File: src/rtl/mem_copy_dma_pkg.sv
// rtl/mem_copy_dma_pkg.sv - shared bus widths, DMA state encodings and write-strobe constants
package mem_copy_dma_pkg;

    localparam int RISCV_ADDR_WIDTH = 32;
    localparam int RISCV_WORD_WIDTH = 32;

    localparam logic [1:0] DMA_ST_IDLE = 2'd0;
    localparam logic [1:0] DMA_ST_RD   = 2'd1;
    localparam logic [1:0] DMA_ST_WR   = 2'd2;
    localparam logic [1:0] DMA_ST_FIN  = 2'd3;

    localparam logic [3:0] MEM_WE_READ = 4'b0000;
    localparam logic [3:0] MEM_WE_WORD = 4'b1111;

endpackage

File: src/rtl/mem_copy_dma.sv
// rtl/mem_copy_dma.sv - bus initiator copying a block of words from source to destination
module mem_copy_dma
    import mem_copy_dma_pkg::*;
#(
    parameter int ADDR_WIDTH = RISCV_ADDR_WIDTH,
    parameter int WORD_WIDTH = RISCV_WORD_WIDTH,
    parameter int LEN_WIDTH  = 16
) (
    input  logic                  clk,
    input  logic                  rst,
    input  logic                  start_i,
    input  logic                  abort_i,
    input  logic [ADDR_WIDTH-1:0] src_addr_i,
    input  logic [ADDR_WIDTH-1:0] dst_addr_i,
    input  logic [LEN_WIDTH-1:0]  len_words_i,
    output logic                  busy_o,
    output logic                  done_o,
    output logic                  err_o,
    output logic                  m_valid_o,
    input  logic                  m_ready_i,
    output logic [ADDR_WIDTH-1:0] m_addr_o,
    output logic [WORD_WIDTH-1:0] m_wdata_o,
    output logic [3:0]            m_we_o,
    input  logic [WORD_WIDTH-1:0] m_rdata_i
);

    logic [1:0]            state_q, state_d;
    logic [ADDR_WIDTH-1:0] src_q, src_d;
    logic [ADDR_WIDTH-1:0] dst_q, dst_d;
    logic [LEN_WIDTH-1:0]  rem_q, rem_d;
    logic [WORD_WIDTH-1:0] buf_q, buf_d;
    logic                  abort_q, abort_d;
    logic                  err_q, err_d;

    always_comb begin
        state_d = state_q;
        src_d   = src_q;
        dst_d   = dst_q;
        rem_d   = rem_q;
        buf_d   = buf_q;
        abort_d = abort_q;
        err_d   = 1'b0;
        case (state_q)
            DMA_ST_IDLE: begin
                abort_d = 1'b0;
                if (start_i) begin
                    if (src_addr_i[1:0] != 2'b00 || dst_addr_i[1:0] != 2'b00) begin
                        err_d = 1'b1;
                    end else if (len_words_i == '0) begin
                        state_d = DMA_ST_FIN;
                    end else begin
                        src_d   = src_addr_i;
                        dst_d   = dst_addr_i;
                        rem_d   = len_words_i;
                        state_d = DMA_ST_RD;
                    end
                end
            end
            DMA_ST_RD: begin
                abort_d = abort_q | abort_i;
                if (m_ready_i) begin
                    buf_d   = m_rdata_i;
                    src_d   = src_q + ADDR_WIDTH'(4);
                    state_d = DMA_ST_WR;
                end
            end
            DMA_ST_WR: begin
                abort_d = abort_q | abort_i;
                if (m_ready_i) begin
                    dst_d = dst_q + ADDR_WIDTH'(4);
                    rem_d = rem_q - LEN_WIDTH'(1);
                    // Abort is only honoured here, so a read is always followed by its write
                    if (rem_q == LEN_WIDTH'(1) || abort_q || abort_i) begin
                        state_d = DMA_ST_FIN;
                    end else begin
                        state_d = DMA_ST_RD;
                    end
                end
            end
            default: begin
                abort_d = 1'b0;
                state_d = DMA_ST_IDLE;
            end
        endcase
    end

    always_ff @(posedge clk or posedge rst) begin
        if (rst) begin
            state_q <= DMA_ST_IDLE;
            src_q   <= '0;
            dst_q   <= '0;
            rem_q   <= '0;
            buf_q   <= '0;
            abort_q <= 1'b0;
            err_q   <= 1'b0;
        end else begin
            state_q <= state_d;
            src_q   <= src_d;
            dst_q   <= dst_d;
            rem_q   <= rem_d;
            buf_q   <= buf_d;
            abort_q <= abort_d;
            err_q   <= err_d;
        end
    end

    // Bus outputs decode straight from state so an async reset drops the request at once
    assign busy_o    = (state_q != DMA_ST_IDLE);
    assign done_o    = (state_q == DMA_ST_FIN);
    assign err_o     = err_q;
    assign m_valid_o = (state_q == DMA_ST_RD) || (state_q == DMA_ST_WR);
    assign m_addr_o  = (state_q == DMA_ST_RD) ? src_q :
                       (state_q == DMA_ST_WR) ? dst_q : '0;
    assign m_we_o    = (state_q == DMA_ST_WR) ? MEM_WE_WORD : MEM_WE_READ;
    assign m_wdata_o = (state_q == DMA_ST_WR) ? buf_q : '0;

endmodule
File: config.mk
export PLATFORM = sky130hd
export DESIGN_NAME = mem_copy_dma
export DESIGN_NICKNAME = d
export VERILOG_FILES = /design/src/rtl/mem_copy_dma_pkg.sv /design/src/rtl/mem_copy_dma.sv
export SDC_FILE = /design/constraint.sdc
export NUM_CORES = 1
export LEC_CHECK = 0
export ABC_AREA = 1
export CORE_MARGIN = 3
export CORE_UTILIZATION = 55
export CTS_BUF_LIST = sky130_fd_sc_hd__clkbuf_8 sky130_fd_sc_hd__clkbuf_16
export CTS_CLUSTER_SIZE = 30
export DETAILED_ROUTE_END_ITERATION = 16
export GPL_ROUTABILITY_DRIVEN = 0
export PLACE_DENSITY_LB_ADDON = 0.25
export SYNTH_ARGS = -nofsm -noshare
export SYNTH_HDL_FRONTEND = slang
export SYNTH_SLANG_ARGS = --single-unit
File: constraint.sdc
create_clock -name clk -period 11.2 [get_ports clk]
set_input_delay 2.24 -clock clk [delete_from_list [all_inputs] [get_ports clk]]
set_output_delay 2.24 -clock clk [all_outputs]
set_load 0.05 [all_outputs]
==> results of run 1 <==
## through the flow
stage	utilization (%)	instance area [um^2]
finish	74.7	10600
global route	74.7	10600
CTS	74.7	10600
detailed placement	70.9	10100
global placement	70.9	10100
floorplan	-	8180
## layout make-up
| type | instances | area [um^2] |
|---|---|---|
| multi-input combinational | 957 | 4440 |
| fill | 1169 | 3590 |
| sequential | 116 | 2900 |
| timing repair buffer | 195 | 1930 |
| inverter | 151 | 569 |
| clock buffer | 17 | 425 |
| tap | 180 | 225 |
| clock inverter | 15 | 123 |
## power groups by stage
stage | Combinational, mW | Clock (mW) | Sequential (mW)
6_report | 1.69 | 0.503 | 0.818
5_1_grt | 1.86 | 0.526 | 0.843
4_1_cts | 1.69 | 0.506 | 0.810
3_5_place_dp | 1.68 | 0 | 0.811
3_3_place_gp | 1.64 | 0 | 0.804
2_1_floorplan | 1.29 | 0 | 0.765
## cell usage in the layout (no fill, tap or decap), types with 5 or more instances in the layout
master and instances:
nand2_1 501, o211ai_1 6, clkdlybuf4s50_1 188, nor2_1 144, o22ai_1 12, inv_1 148, nor3_1 11, ha_1 8
nand2_2 10, clkbuf_16 17, clkinv_4 6, nand4_1 9, dfrtp_1 116, o21ai_1 14, o21ai_2 12, mux2_2 32
inv_6 5, nand3_1 111, nor2_2 11, o21ai_0 55, buf_4 7
## kinds of logic (layout without fill, tap and decap cells)
logic type               after synthesis  count (layout)  share of synthesized area (%)
buffers and inverters                201             378                           10.5
AND/OR/NAND/NOR                      808             808                           40.5
adder cells (fa/ha/maj)                9               9                           1.38
AO/OA/AOI/OAI                        107             107                           7.63
XOR/XNOR                               1               1                          0.107
multiplexers                          32              32                           4.40
flip-flops                           116             116                           35.5
## worst paths after layout
check / start / end / slack (ns) / cells after the start
worst max-delay path: state_q[0] / m_addr_o[20] / 5.43 / 5
worst min-delay path: dst_q[1] / dst_q[1] / 0.47 / 2
worst max register to register: state_q[0] / rem_q[0] / 8.16 / 7
worst min register to register: dst_q[1] / dst_q[1] / 0.47 / 2
max in group asynchronous: rst / state_q[1] / 7.60 / 3
min in group asynchronous: rst / src_q[29] / 2.27 / 2
## metal layers
| layer | vias to the layer above | part of all wire [%] | global-route usage (%) |
|---|---|---|---|
| met2 | 407 | 49 | 51.3 |
| met1 | 3960 | 40 | 35.4 |
| met4 | 0 | 3.7 | 12.9 |
| met3 | 73 | 7.5 | 6.33 |
| met5 | - | 0 | 0 |
| li1 | 4318 | - | - |
## synth_stat cells
cell type	count	share of area, %
clkbuf_2	2	0.12
nand3_2	3	0.37
clkbuf_1	16	0.73
o21ai_0	55	3.4
nor3_1	11	0.67
nor2_1	144	6.6
or2_4	1	0.11
buf_4	7	0.64
buf_1	5	0.23
o21a_1	1	0.092
nor2_4	2	0.28
inv_1	149	6.8
or2_1	1	0.076
o21ai_2	12	1.3
dfrtp_1	116	35
o21ai_1	14	0.86
o22ai_1	12	0.92
ha_1	9	1.4
o21bai_1	2	0.18
buf_6	4	0.55
a21oi_1	2	0.12
or2_2	3	0.23
nand4_1	9	0.69
nand3_1	111	6.8
nor2_2	12	0.92
nand2_2	10	0.76
xor2_1	1	0.11
o31ai_1	2	0.18
inv_2	2	0.092
mux2_2	32	4.4
a31oi_1	1	0.076
o211ai_1	6	0.55
buf_12	2	0.49
buf_2	14	0.86
nand2_1	501	23
## state kept, by name, summed over array words and instances, names as in the netlist
register and count:
buf_q 32, dst_q 32, src_q 32, rem_q 16
state_q 2, abort_q 1, err_o 1
## worst max-delay path: stages (launching register included)
cell	delay, ns
dfrtp_1	0.42
inv_1	0.17
ha_4	0.48
nand2_1	0.72
o21ai_0	0.45
clkdlybuf4s50_1	0.86
==> impl_metrics.json, run 1 <==
{
  "hp-class": "flip-flop to flip-flop",
  "num_rows": 43,
  "dpl.cell_count": 1599,
  "finalSetupViolCount": 0,
  "relSlewSlack_pct": 31.8,
  "via_per_inst": 5.37,
  "synth-seq-cells": 116,
  "drtPass1Iterations": 5,
  "min_period_ns": 5.77,
  "maxSlewViolCount": 0,
  "ir_worst_vdd_v": 0.000227,
  "clk_transition_reported_paths_ns": 0.06,
  "grt_max_degree": 68,
  "hold_viol_final": 0,
  "die_area_um2": 16400,
  "path_class": "flip-flop to output port",
  "pin_count": 189,
  "syn_area_um2": 8180,
  "start_util_pct": 57.6,
  "pre_cts_ws_ns": 5.92,
  "p_comb_share_pct": 56.2,
  "cts-root-buf": "clkbuf_16",
  "syn_area_per_cell_um2": 6.42,
  "clockBufferDepth": 2,
  "power_density_nw_per_um2": 284,
  "overflow": 0,
  "synth.yosys.seq_area_share_pct": 35.5,
  "grt_use_total_pct": 29.6,
  "n_antenna_cell": 0,
  "outcome": "finished clean",
  "synthCells": 1274,
  "switchingPower_mw": 1.54,
  "critical_path_arrival_ns": 3.53,
  "wl_per_cell_um": 14.9,
  "post-route-drc-count": 0,
  "ctsResizeCount": 0,
  "first_iter_violations": 755,
  "die-width_um": 128,
  "setup_ws_ns": 5.43,
  "clock_latency_ns": 0.42,
  "antenna_found_initial": 0,
  "seqPwrFrac_pct": 27.1,
  "ant_nets": 0,
  "critPathMaxFanout": 45,
  "p_clk_share_pct": 16.7,
  "clock-skew-final_ns": 0.00846,
  "grt_pass1_vias": 8427,
  "drive_gt1_share_pct": 8.13,
  "final_nets": 1564,
  "totalNegativeSetupSlack_ns": 0,
  "yosys_warnings": 0,
  "vias": 8758,
  "drv_cap": 0,
  "switching_share_pct": 51.2,
  "end_kind": "output port",
  "wirelength_mm": 24.4,
  "start_kind": "flip-flop",
  "power_leakage_nw": 5.22,
  "intPower_mw": 1.47,
  "worst_hold_slack_ns": 0.468,
  "instances_no_fill": 1631,
  "core_area_um2": 14200,
  "cts_tree": "done",
  "fmax_mhz": 173,
  "rsz0062_at_grt": "no",
  "portBuffers": 188,
  "cts_hold_buf": 0,
  "post_cts_buffers": 0,
  "area_growth_pct": 29.7,
  "synth.distinct_cells": 35,
  "synthesis.nets": 1400,
  "grt_pass1_wl_mm": 39.0,
  "power_mw": 3.02,
  "cts_sinks": 116,
  "htreeDepth": 4,
  "tightest_slew_ns": 1.02,
  "cts-buffers-inserted": 17,
  "die_height_um": 128,
  "place_hpwl_mm": 17.7,
  "post-route-period-util_pct": 51.5,
  "required_ns": 8.96
}
Note: power is estimated with default switching activity, not from simulation.
==> run 2, diff against run 1 <==
--- a/config.mk
+++ b/config.mk
@@ -7,7 +7,7 @@
 export LEC_CHECK = 0
 export ABC_AREA = 1
 export CORE_MARGIN = 3
-export CORE_UTILIZATION = 55
+export CORE_UTILIZATION = 46
 export CTS_BUF_LIST = sky130_fd_sc_hd__clkbuf_8 sky130_fd_sc_hd__clkbuf_16
 export CTS_CLUSTER_SIZE = 30
 export DETAILED_ROUTE_END_ITERATION = 16
==> constraint.sdc (replaced) <==
create_clock -name clk -period 5.2 [get_ports clk]
set_input_delay 1.04 -clock clk [delete_from_list [all_inputs] [get_ports clk]]
set_output_delay 1.04 -clock clk [all_outputs]
set_load 0.05 [all_outputs]
==> run 2 against run 1 <==
Combinational power is 110% higher. Final cell count is 2.8% higher. Setup slack worse by 4.4 ns. Worst hold slack improved by 0.0027 ns. Non-clock buffer count is 1 higher. Critical path depth unchanged. Final area is 0.46% higher. Register-to-register slack lost 5.9 ns.
==> impl_metrics.json, run 2 (synthesis gave the netlist of run 1 again) <==
{
  "clockBufferDepth": 2,
  "reg2reg_depth": 8,
  "die_height_um": 139,
  "area_growth_pct": 30.3,
  "pin_count": 189,
  "path_class": "flip-flop to output port",
  "p_clk_share_pct": 18.5,
  "post_cts_buffers": 0,
  "power_density_nw_per_um2": 618,
  "end_kind": "output port",
  "worstPathCellList": "inv_1 -> ha_4 -> nand2_1 -> o21ai_0 -> buf_4",
  "hold_viol_final": 0,
  "ir_worst_vdd_v": 0.000514,
  "wl_per_cell_um": 14.8,
  "fmax_mhz": 242,
  "power_leakage_nw": 5.29,
  "top_regs": "buf_q (32), dst_q (32), src_q (32)",
  "drive_gt1_share_pct": 10.2,
  "htreeDepth": 4,
  "layout_commonest_cell": "nand2_1",
  "slowest_delay_ns": 0.76,
  "ctsResizeCount": 0,
  "totalNegativeSetupSlack_ns": 0,
  "critical_path_arrival_ns": 3.09,
  "cts-buffers-inserted": 17,
  "cts_hold_buf": 0,
  "ant_nets": 0,
  "clock-skew-final_ns": 0.00783,
  "power_mw": 6.59,
  "relSlewSlack_pct": 33.5,
  "drv_cap": 0,
  "die-width_um": 139,
  "slowest_stage": "nand2_1",
  "via_per_inst": 5.17,
  "drtPass1Iterations": 7,
  "wirelength_mm": 24.9,
  "intPower_mw": 3.25,
  "p_comb_share_pct": 54.9,
  "final_cell_mix": "501 x nand2_1, 159 x clkdlybuf4s50_1, 148 x inv_1",
  "cp_num_buf_inv": 2,
  "first_iter_violations": 618,
  "start_kind": "flip-flop",
  "hp-class": "flip-flop to flip-flop",
  "cts_tree": "done",
  "switchingPower_mw": 3.34,
  "die_area_um2": 19400,
  "cpLargestDelayFamily": "simple AND/OR/NAND/NOR gates",
  "setup_ws_ns": 1.07,
  "switching_share_pct": 50.7,
  "post-route-period-util_pct": 79.3,
  "clock_latency_ns": 0.42,
  "place_hpwl_mm": 18.0,
  "finalSetupViolCount": 0,
  "grt_pass1_vias": 8310,
  "hold_path_depth": 2,
  "seqPwrFrac_pct": 26.6,
  "cts-root-buf": "clkbuf_16",
  "min_period_ns": 4.13,
  "maxSlewViolCount": 0,
  "vias": 8671,
  "required_ns": 4.16,
  "final_nets": 1565,
  "dpl.cell_count": 1645,
  "antenna_found_initial": 0,
  "cp.depth": 5,
  "grt_use_total_pct": 25.8,
  "core_area_um2": 17400,
  "grt_max_degree": 68,
  "outcome": "finished clean",
  "tightest_slew_ns": 0.996,
  "instances_no_fill": 1677,
  "start_util_pct": 47.2,
  "num_rows": 48,
  "pre_cts_ws_ns": 1.49,
  "portBuffers": 188,
  "overflow": 0,
  "rsz0062_at_grt": "no",
  "cts_sinks": 116,
  "clk_transition_reported_paths_ns": 0.06,
  "grt_pass1_wl_mm": 41.3,
  "post-route-drc-count": 0,
  "critPathMaxFanout": 65,
  "final.fill_count": 1592,
  "n_antenna_cell": 0
}
## run 2: cell count changes in the layout (fill, tap and decap cells not counted), sizes merged
cell	delta
buf	+30
clkbuf	+1
clkinv	-4
clkdlybuf4s50	-29
bufinv	+2
clkinvlp	+1
## run 2: tightest hold or removal path, cell delays in order, from the launching register on
cell	delay [ns]
dfrtp_1	0.34
nand2_1	0.05
inv_1	0.04
## run 2: metrics by stage
| stage | hold slack (ns) | area (um^2) | util [%] |
|---|---|---|---|
| floorplan | 0.437 | 8180 | - |
| global placement | 0.453 | 10100 | 58.0 |
| detailed placement | 0.453 | 10100 | 58.0 |
| CTS | 0.470 | 10700 | 61.4 |
| finish | 0.471 | 10700 | 61.4 |
| global route | 0.487 | 10700 | 61.4 |
## run 2: area by class of cell
type / instances / area, um^2 / share of cell area [%]
Timing Repair Buffer: 196 / 1870 / 17.5
Tap cell: 225 / 282 / 2.64
Multi-Input combinational cell: 957 / 4440 / 41.6
Sequential cell: 116 / 2900 / 27.2
Inverter: 151 / 569 / 5.34
Clock inverter: 14 / 166 / 1.56
Clock buffer: 18 / 439 / 4.12
## run 2: power groups by stage
stage | combinational (mW) | clock, mW | sequential [mW]
floorplan | 2.77 | 0 | 1.65
global placement | 3.54 | 0 | 1.73
detailed placement | 3.60 | 0 | 1.75
CTS | 3.61 | 1.23 | 1.74
global route | 4.00 | 1.27 | 1.82
finish | 3.61 | 1.22 | 1.75
## run 2: worst paths after layout
path / startpoint / endpoint / slack, ns
setup / recovery: state_q[0] / m_addr_o[30] / 1.07
hold / removal: dst_q[0] / dst_q[0] / 0.47
setup reg to reg: state_q[0] / dst_q[21] / 2.22
hold reg to reg: dst_q[0] / dst_q[0] / 0.47
max in group asynchronous: rst / buf_q[15] / 3.11
min in group asynchronous: rst / buf_q[12] / 1.16
## run 2: routing by layer
layer | global-route usage (%) | wire, um
met1 | 33.8 | 10500
met2 | 43.4 | 11900
met3 | 5.40 | 1880
met4 | 7.31 | 631
met5 | 0 | 0
==> run 3, diff against run 2 <==
==> constraint.sdc (replaced) <==
create_clock -name clk -period 3.55 [get_ports clk]
set_input_delay 0.71 -clock clk [delete_from_list [all_inputs] [get_ports clk]]
set_output_delay 0.71 -clock clk [all_outputs]
set_load 0.05 [all_outputs]
==> run 3 against run 2 <==
Sequential share of layout area shrank 0.061 points. Combinational power rose by 47%. Register-to-register slack got worse by 1.5 ns. Count of clock-buffer cells in the layout shrank 1. Routed wire length shrank 3.6%. Worst hold slack worse by 0.0025 ns. Critical path depth increased by 1. Die area is the same. Global-route usage shrank 1.4 points. Clock power rose by 39%. Highest routed layer unchanged. Setup slack got worse by 0.81 ns. Final cell count is 0.18% higher.
==> impl_metrics.json, run 3 (synthesis gave the netlist of run 1 again) <==
{
  "final_cell_mix": "501 x nand2_1, 156 x clkdlybuf4s50_1, 148 x inv_1",
  "switching_share_pct": 51.3,
  "place_area_um2": 10100,
  "die-width_um": 139,
  "htreeDepth": 4,
  "start_util_pct": 47.2,
  "slowest_stage": "ha_4",
  "finalSetupViolCount": 0,
  "multi_input_area_um2": 4440,
  "grt_max_degree": 117,
  "relSlewSlack_pct": 55.0,
  "final_nets": 1568,
  "core_area_um2": 17400,
  "top_regs": "buf_q (32), dst_q (32), src_q (32)",
  "critical_path_arrival_ns": 2.57,
  "die_area_um2": 19400,
  "p_comb_share_pct": 55.5,
  "place_hpwl_mm": 17.4,
  "post_cts_buffers": 0,
  "die_height_um": 139,
  "critPathMaxFanout": 56,
  "seqPwrFrac_pct": 26.9,
  "ctsResizeCount": 0,
  "worstPathCellList": "inv_1 -> ha_4 -> buf_4 -> nand2_1 -> o21ai_0 -> buf_12",
  "pre_cts_ws_ns": 0.664,
  "fin_area_um2": 10700,
  "drtPass1Iterations": 7,
  "cts-root-buf": "clkbuf_16",
  "hold_viol_final": 0,
  "grt_use_total_pct": 24.4,
  "cts-buffers-inserted": 17,
  "ant_nets": 0,
  "clockBufferDepth": 2,
  "totalNegativeSetupSlack_ns": 0,
  "portBuffers": 188,
  "antenna_found_initial": 0,
  "fmax_mhz": 305,
  "clock-skew-final_ns": 0.00854,
  "path_class": "flip-flop to output port",
  "area_growth_pct": 30.6,
  "seq_area_um2": 2900,
  "min_period_ns": 3.28,
  "post-route-drc-count": 0,
  "switchingPower_mw": 4.91,
  "clock_latency_ns": 0.43,
  "layout_commonest_cell": "nand2_1",
  "power_mw": 9.58,
  "required_ns": 2.84,
  "clk_transition_reported_paths_ns": 0.07,
  "outcome": "finished clean",
  "drv_cap": 0,
  "vias": 8621,
  "n_antenna_cell": 0,
  "tightest_slew_ns": 0.676,
  "via_per_inst": 5.13,
  "start_kind": "flip-flop",
  "post-route-period-util_pct": 92.5,
  "first_iter_violations": 615,
  "hp-class": "flip-flop to flip-flop",
  "power_density_nw_per_um2": 897,
  "p_clk_share_pct": 17.7,
  "overflow": 0,
  "pin_count": 189,
  "drive_gt1_share_pct": 10.6,
  "ir_worst_vdd_v": 0.000490,
  "final.fill_count": 1583,
  "grt_pass1_vias": 8142,
  "num_rows": 48,
  "slowest_delay_ns": 0.52,
  "wirelength_mm": 24.0,
  "intPower_mw": 4.67,
  "cts_sinks": 116,
  "wl_per_cell_um": 14.3,
  "rsz0062_at_grt": "no",
  "power_leakage_nw": 5.31,
  "maxSlewViolCount": 0,
  "grt_pass1_wl_mm": 38.8,
  "setup_ws_ns": 0.267,
  "cts_tree": "done",
  "end_kind": "output port",
  "cts_hold_buf": 0
}
[run 3: metrics by stage]
step / hold slack [ns] / cells / utilization (%)
final: 0.468 / 1680 / 61.6
after global routing: 0.498 / 1680 / 61.6
after CTS: 0.471 / 1680 / 61.6
after detailed placement: 0.453 / 1648 / 58.3
after global placement: 0.450 / 1648 / 58.3
after floorplan: 0.437 / 1274 / -
[run 3: final cells by class]
cell class	count	area share, %
Timing Repair Buffer	199	18.0
Multi-Input combinational cell	957	41.5
Sequential cell	116	27.2
Inverter	151	5.34
Tap cell	225	2.63
Clock buffer	17	3.98
Clock inverter	15	1.40
[run 3: critical path, delay by kind of cell (launching register included)]
family                   cells  cell delay, ns
AND/OR/NAND/NOR              1            0.13
buffers and inverters        3            0.75
flip-flops                   1            0.42
AO/OA/AOI/OAI                1            0.31
adder cells (fa/ha/maj)      1            0.52
[run 3: path summary, 6_finish.rpt]
path,start,cells past startpoint,end,slack (ns)
max,state_q[0],6,m_addr_o[2],0.27
min,dst_q[1],2,dst_q[1],0.47
max reg2reg,state_q[0],10,rem_q[14],0.77
min reg2reg,dst_q[1],2,dst_q[1],0.47
max in group asynchronous,rst,3,src_q[14],2.24
min in group asynchronous,rst,3,buf_q[5],0.80
[run 3: power by group through the flow]
stage               combinational [mW]  sequential (mW)  clock, mW
floorplan                         4.06             2.41          0
global placement                  5.19             2.56          0
detailed placement                5.29             2.57          0
CTS                               5.32             2.56       1.72
global route                      5.87             2.67       1.78
finish                            5.31             2.58       1.69
[run 3: layer usage]
layer | vias to the layer above | track usage (%) | routed length [um]
li1 | 4317 | - | -
met1 | 3912 | 31.0 | 10300
met2 | 343 | 40.2 | 11300
met3 | 49 | 6.46 | 1780
met4 | 0 | 9.17 | 655
met5 | - | 0 | 0
